**src/rtl/id_fwd_unit_pkg.sv**
```systemverilog
// Shared types for the ID-stage forwarding unit: shadow slot record,
// operand source select and the hard-wired zero register constant.
package id_fwd_unit_pkg;

    // Slot rd field is wide enough for any REG_AW up to 8.
    localparam int SLOT_RD_W = 8;

    localparam logic [SLOT_RD_W-1:0] REG_ZERO = '0;

    typedef struct packed {
        logic                 valid;
        logic [SLOT_RD_W-1:0] rd;
        logic                 reg_write;
        logic                 mem_read;
    } slot_t;

    typedef enum logic [1:0] {
        SRC_RF,
        SRC_EX,
        SRC_MEM,
        SRC_WB
    } src_e;

    function automatic logic slot_hit(slot_t s, logic [SLOT_RD_W-1:0] a);
        return s.valid && s.reg_write && (s.rd == a) && (a != REG_ZERO);
    endfunction

endpackage

```
**src/rtl/id_fwd_unit_fwd_port_sel.sv**
```systemverilog
// One read port: youngest-producer match, operand mux, hazard flag.
// Ports: addr/use_en/rf_data from ID, EX/MEM/WB slots and results, data/hazard out.
module fwd_port_sel
    import id_fwd_unit_pkg::*;
#(
    parameter int DATA_W = 32,
    parameter int REG_AW = 5
) (
    input  logic              valid,
    input  logic              is_branch,
    input  logic [REG_AW-1:0] addr,
    input  logic              use_en,
    input  logic [DATA_W-1:0] rf_data,
    input  slot_t             ex_slot,
    input  slot_t             mem_slot,
    input  slot_t             wb_slot,
    input  logic [DATA_W-1:0] ex_result,
    input  logic [DATA_W-1:0] mem_result,
    input  logic [DATA_W-1:0] wb_data,
    output logic [DATA_W-1:0] data,
    output logic              hazard
);

    logic [SLOT_RD_W-1:0] a;
    logic ex_hit, mem_hit, wb_hit;
    src_e src;

    assign a       = SLOT_RD_W'(addr);
    assign ex_hit  = slot_hit(ex_slot, a);
    assign mem_hit = slot_hit(mem_slot, a);
    assign wb_hit  = slot_hit(wb_slot, a);

    // Several slots may hold the same rd; the youngest wins.
    always_comb begin
        src = SRC_RF;
        if (ex_hit)       src = SRC_EX;
        else if (mem_hit) src = SRC_MEM;
        else if (wb_hit)  src = SRC_WB;
    end

    always_comb begin
        data = rf_data;
        unique case (src)
            SRC_EX:  data = ex_result;
            SRC_MEM: data = mem_result;
            SRC_WB:  data = wb_data;
            default: data = rf_data;
        endcase
    end

    // Load data is only ready from MEM; a branch compare needs
    // one more stage of slack than a normal operand.
    always_comb begin
        hazard = 1'b0;
        if (valid && use_en) begin
            hazard = (ex_hit && ex_slot.mem_read)
                  || (is_branch && ex_hit)
                  || (is_branch && mem_hit && mem_slot.mem_read);
        end
    end

endmodule

```
**src/rtl/id_fwd_unit.sv**
```systemverilog
// ID-stage operand forwarding and load-use/branch hazard unit.
// Ports: ID read/dest info, flush, EX/MEM/WB results in; fwd_data_o, stall_o out;
// stall_cnt_o only when FWD_STATS_EN is defined.
module id_fwd_unit
    import id_fwd_unit_pkg::*;
#(
    parameter int DATA_W = 32,
    parameter int REG_AW = 5,
    parameter int NUM_RD = 2
) (
    input  logic                     clk_i,
    input  logic                     rst_i,
    input  logic                     id_valid_i,
    input  logic [NUM_RD*REG_AW-1:0] id_rs_addr_i,
    input  logic [NUM_RD-1:0]        id_rs_use_i,
    input  logic [NUM_RD*DATA_W-1:0] id_rs_data_i,
    input  logic [REG_AW-1:0]        id_rd_addr_i,
    input  logic                     id_reg_write_i,
    input  logic                     id_mem_read_i,
    input  logic                     id_is_branch_i,
    input  logic                     flush_i,
    input  logic [DATA_W-1:0]        ex_result_i,
    input  logic [DATA_W-1:0]        mem_result_i,
    input  logic [DATA_W-1:0]        wb_data_i,
    output logic [NUM_RD*DATA_W-1:0] fwd_data_o,
    output logic                     stall_o
`ifdef FWD_STATS_EN
    ,
    output logic [15:0]              stall_cnt_o
`endif
);

    slot_t ex_q, mem_q, wb_q, id_slot;
    logic [NUM_RD-1:0] hazard;

    for (genvar k = 0; k < NUM_RD; k++) begin : g_port
        fwd_port_sel #(
            .DATA_W(DATA_W),
            .REG_AW(REG_AW)
        ) u_sel (
            .valid     (id_valid_i),
            .is_branch (id_is_branch_i),
            .addr      (id_rs_addr_i[k*REG_AW +: REG_AW]),
            .use_en    (id_rs_use_i[k]),
            .rf_data   (id_rs_data_i[k*DATA_W +: DATA_W]),
            .ex_slot   (ex_q),
            .mem_slot  (mem_q),
            .wb_slot   (wb_q),
            .ex_result (ex_result_i),
            .mem_result(mem_result_i),
            .wb_data   (wb_data_i),
            .data      (fwd_data_o[k*DATA_W +: DATA_W]),
            .hazard    (hazard[k])
        );
    end

    // A flushed instruction is dead, so it must never hold the pipe.
    assign stall_o = (|hazard) && !flush_i;

    always_comb begin
        id_slot.valid     = id_valid_i && !stall_o && !flush_i;
        id_slot.rd        = SLOT_RD_W'(id_rd_addr_i);
        id_slot.reg_write = id_reg_write_i;
        id_slot.mem_read  = id_mem_read_i;
    end

    always_ff @(posedge clk_i) begin
        if (rst_i) begin
            ex_q  <= '0;
            mem_q <= '0;
            wb_q  <= '0;
        end else begin
            ex_q  <= id_slot;
            mem_q <= ex_q;
            wb_q  <= mem_q;
        end
    end

`ifdef FWD_STATS_EN
    logic [15:0] cnt_q;

    always_ff @(posedge clk_i) begin
        if (rst_i)
            cnt_q <= '0;
        else if (stall_o && cnt_q != 16'hFFFF)
            cnt_q <= cnt_q + 16'd1;
    end

    assign stall_cnt_o = cnt_q;
`endif

endmodule

```
**config.mk**
```make
export PLATFORM = sky130hd
export DESIGN_NAME = id_fwd_unit
export DESIGN_NICKNAME = d
export VERILOG_FILES = /design/src/rtl/id_fwd_unit_pkg.sv /design/src/rtl/id_fwd_unit_fwd_port_sel.sv /design/src/rtl/id_fwd_unit.sv
export SDC_FILE = /design/constraint.sdc
export NUM_CORES = 1
export LEC_CHECK = 0
export ABC_AREA = 1
export ABC_CLOCK_PERIOD_IN_PS = 1800
export BUFFER_PORTS_ARGS = -buffer_cell sky130_fd_sc_hd__buf_4
export CAP_MARGIN = 30
export CORE_ASPECT_RATIO = 0.5
export CORE_MARGIN = 2
export CORE_UTILIZATION = 30
export CTS_CLUSTER_SIZE = 25
export DETAILED_ROUTE_END_ITERATION = 10
export GPL_ROUTABILITY_DRIVEN = 1
export SKIP_LAST_GASP = 1
export SLEW_MARGIN = 10
export SYNTH_ARGS = -nofsm -noshare
export SYNTH_HDL_FRONTEND = slang
export SYNTH_HIERARCHICAL = 1
export SYNTH_SLANG_ARGS = --single-unit
```
**constraint.sdc**
```tcl
create_clock -name clk_i -period 1.8 [get_ports clk_i]
set_clock_uncertainty 0.2 [all_clocks]
set_input_delay 0.36 -clock clk_i [delete_from_list [all_inputs] [get_ports clk_i]]
set_output_delay 0.36 -clock clk_i [all_outputs]
set_load 0.01 [all_outputs]
```
==> impl_metrics.yaml <==
cells_and_area:
  layout.nets: 1396
  fin_area_um2: 8818
  drive_above_1_share: 0.5467
  antenna_cells: 0
  syn_to_final_growth_pct: 107.7
  finish.utilization: 0.6437
timing:
  setup_violations: 66
  rsz0062_at_grt: "yes"
  fin_hold_ws_ns: 0.1005
  drv_slew: 0
  finalHoldViolations: 0
  min_period_ns: 2.619
  layout_setup_ws_ns: -0.8192
  finalCritPeriodShare: 1.455
  max_freq_ghz: 0.3818
grt:
  track_usage: 0.2345
  grt_pass1_wl_um: 28720
  grt_pass1_vias: 5990
  antenna_found_initial: 0
  overflow: 0
  grt_max_degree: 59
worst_setup_path:
  worstPathRequired_ns: 1.24
  start_kind: "flop"
  cp_max_fo: 5
  cp-endpoint: "fwd_data_o[13]"
  worstPathCellList: "buf_6 > nand2_4 > nand2_4 > nor2_4 > nand4_4 > nand3_4 > clkbuf_16 > nand2_1 > nor2_2 > nor2_2 > buf_4"
  critPathLaunch: "mem_q[4]$_SDFF_PP0_"
  worstPathArrival_ns: 2.06
  max_stage_delay_ns: 0.37
  reg2regPathDepth: 15
  cp_slowest_cell: "dfxtp_4"
  r2r_slack_ns: -0.13
  path_class: "reg -> out"
  worstReg2RegEnd: "ex_q[10]$_SDFF_PP0_"
  reg2reg_from: "ex_q[2]$_SDFF_PP0_"
  end_kind: "primary output"
pwr:
  leakage_nw: 4.064
  p_per_area_nw_per_um2: 236.2
  total_power_mw: 2.083
  vdd_ir_drop_max_mv: 0.4409
synthesis:
  netlist_area_um2: 4247
  yosysWarnings: 6
  postSynthAreaPerCell_um2: 4.831
  synth_cells: 879
place:
  port-buffer-count: 248
  place_area_um2: 7102
  place_congestion: 0.9026
  dp_hpwl_um: 14680
clock_network:
  clock_path_buffers: 2
  htree_levels: 1
  cts_buffers: 3
  path_clk_slew_ns: 0.06
  root_buffer: "clkbuf_16"
  cts_tree: "built"
  clk_latency_ns: 0.25
  clock_sink_count: 23
route:
  ant_nets: 0
  vias: 6763
  drc: 0
  drt_iter0_markers: 461
  wl_um: 21360
  firstDrtPassIters: 5
  wl_per_cell_um: 15.22
  viasPerCell: 4.820
floorplanning:
  die_y_um: 88.13
  fp-row-count: 30
  core_um2: 13700
  design.die.area_um2: 15180
  ios: 249
  start_util: 0.3100
  fp.dieW_um: 172.3
status:
  status: "finished with violations"
  violations: "setup timing"
hold_path:
  min-delay-path-class: "in -> reg"
  holdPathStages: 3
run:
  drv_cap: 0
-- registers in the layout, indices dropped and copies added (netlist names) --
signal,count
wb_q,7
mem_q,8
ex_q,8
-- worst max-delay path: cells and delay by family (launching register included) --
kind	cells	cell delay [ns]
buffers and inverters	3	0.43
DFF	1	0.37
and+or+nand+nor	8	0.99
-- cells in the final DEF, fill, tap and decap left out, types with 2 or more instances in the layout --
cell and instances:
a21o_1 2, a21oi_2 5, buf_12 26, buf_4 285, buf_6 23, buf_8 2, clkbuf_16 16, conb_1 18
dfxtp_1 5, dfxtp_2 4, dfxtp_4 14, inv_1 62, inv_2 14, inv_4 2, inv_6 3, nand2_1 219
nand2_2 53, nand2_4 23, nand3_1 101, nand3_2 40, nand3_4 10, nand3b_1 6, nand4_1 12, nand4_4 2
nor2_1 106, nor2_2 97, nor2_4 37, nor3_1 6, nor3_2 2, o2111ai_1 2, o21ai_1 7, xnor2_1 2
-- how the worst min path moves through the flow --
stage | end | slack, ns | start
6_report | ex_q[5]$_SDFF_PP0_ | 0.10 | id_rd_addr_i[3]
2_1_floorplan | wb_q[10]$_SDFF_PP0_ | 0.22 | mem_q[10]$_SDFF_PP0_
3_5_place_dp | mem_q[1]$_SDFF_PP0_ | 0.23 | ex_q[1]$_SDFF_PP0_
3_3_place_gp | wb_q[10]$_SDFF_PP0_ | 0.23 | mem_q[10]$_SDFF_PP0_
4_1_cts | ex_q[6]$_SDFF_PP0_ | 0.09 | id_rd_addr_i[4]
5_1_grt | ex_q[6]$_SDFF_PP0_ | 0.11 | id_rd_addr_i[4]
-- area by class of cell --
class / count / area (µm²)
clock buffer: 3 / 75.07
clock inverter: 1 / 5.005
fill: 1322 / 4882
inverter: 82 / 340.3
multi-input combinational: 752 / 4338
sequential: 23 / 518.0
tap: 192 / 240.2
timing repair buffer: 350 / 3302
-- metal layers --
layer	global-route usage	wire (µm)	vias up
met4	0.05577	423	0
met1	0.2894	9152	3101
li1	-	-	3400
met5	0	0	-
met2	0.4458	10680	224
met3	0.02079	1095	38
-- power breakdown --
part,switching [mW],total (mW),internal (mW)
sequential,0.0347,0.554,0.519
combinational,0.480,1.04,0.560
clock,0.190,0.489,0.299
-- repair_timing --
item	4_1_cts	5_1_grt
resized for setup	48	245
pin swaps	14	95
setup buffers	10	13
setup endpoints to repair	66	66
gates cloned	2	18
hold buffers	0	0
-- through the flow --
stage,setup WS (ns),TNS [ns],std cells
floorplan,-0.1453,-7.447,896
global placement,-0.6285,-37.55,1359
detailed placement,-0.6372,-38.89,1359
CTS,-0.7204,-44.37,1374
global route,-0.8852,-52.33,1403
finish,-0.8192,-46.42,1403
Power figures use the tool's default switching activity.
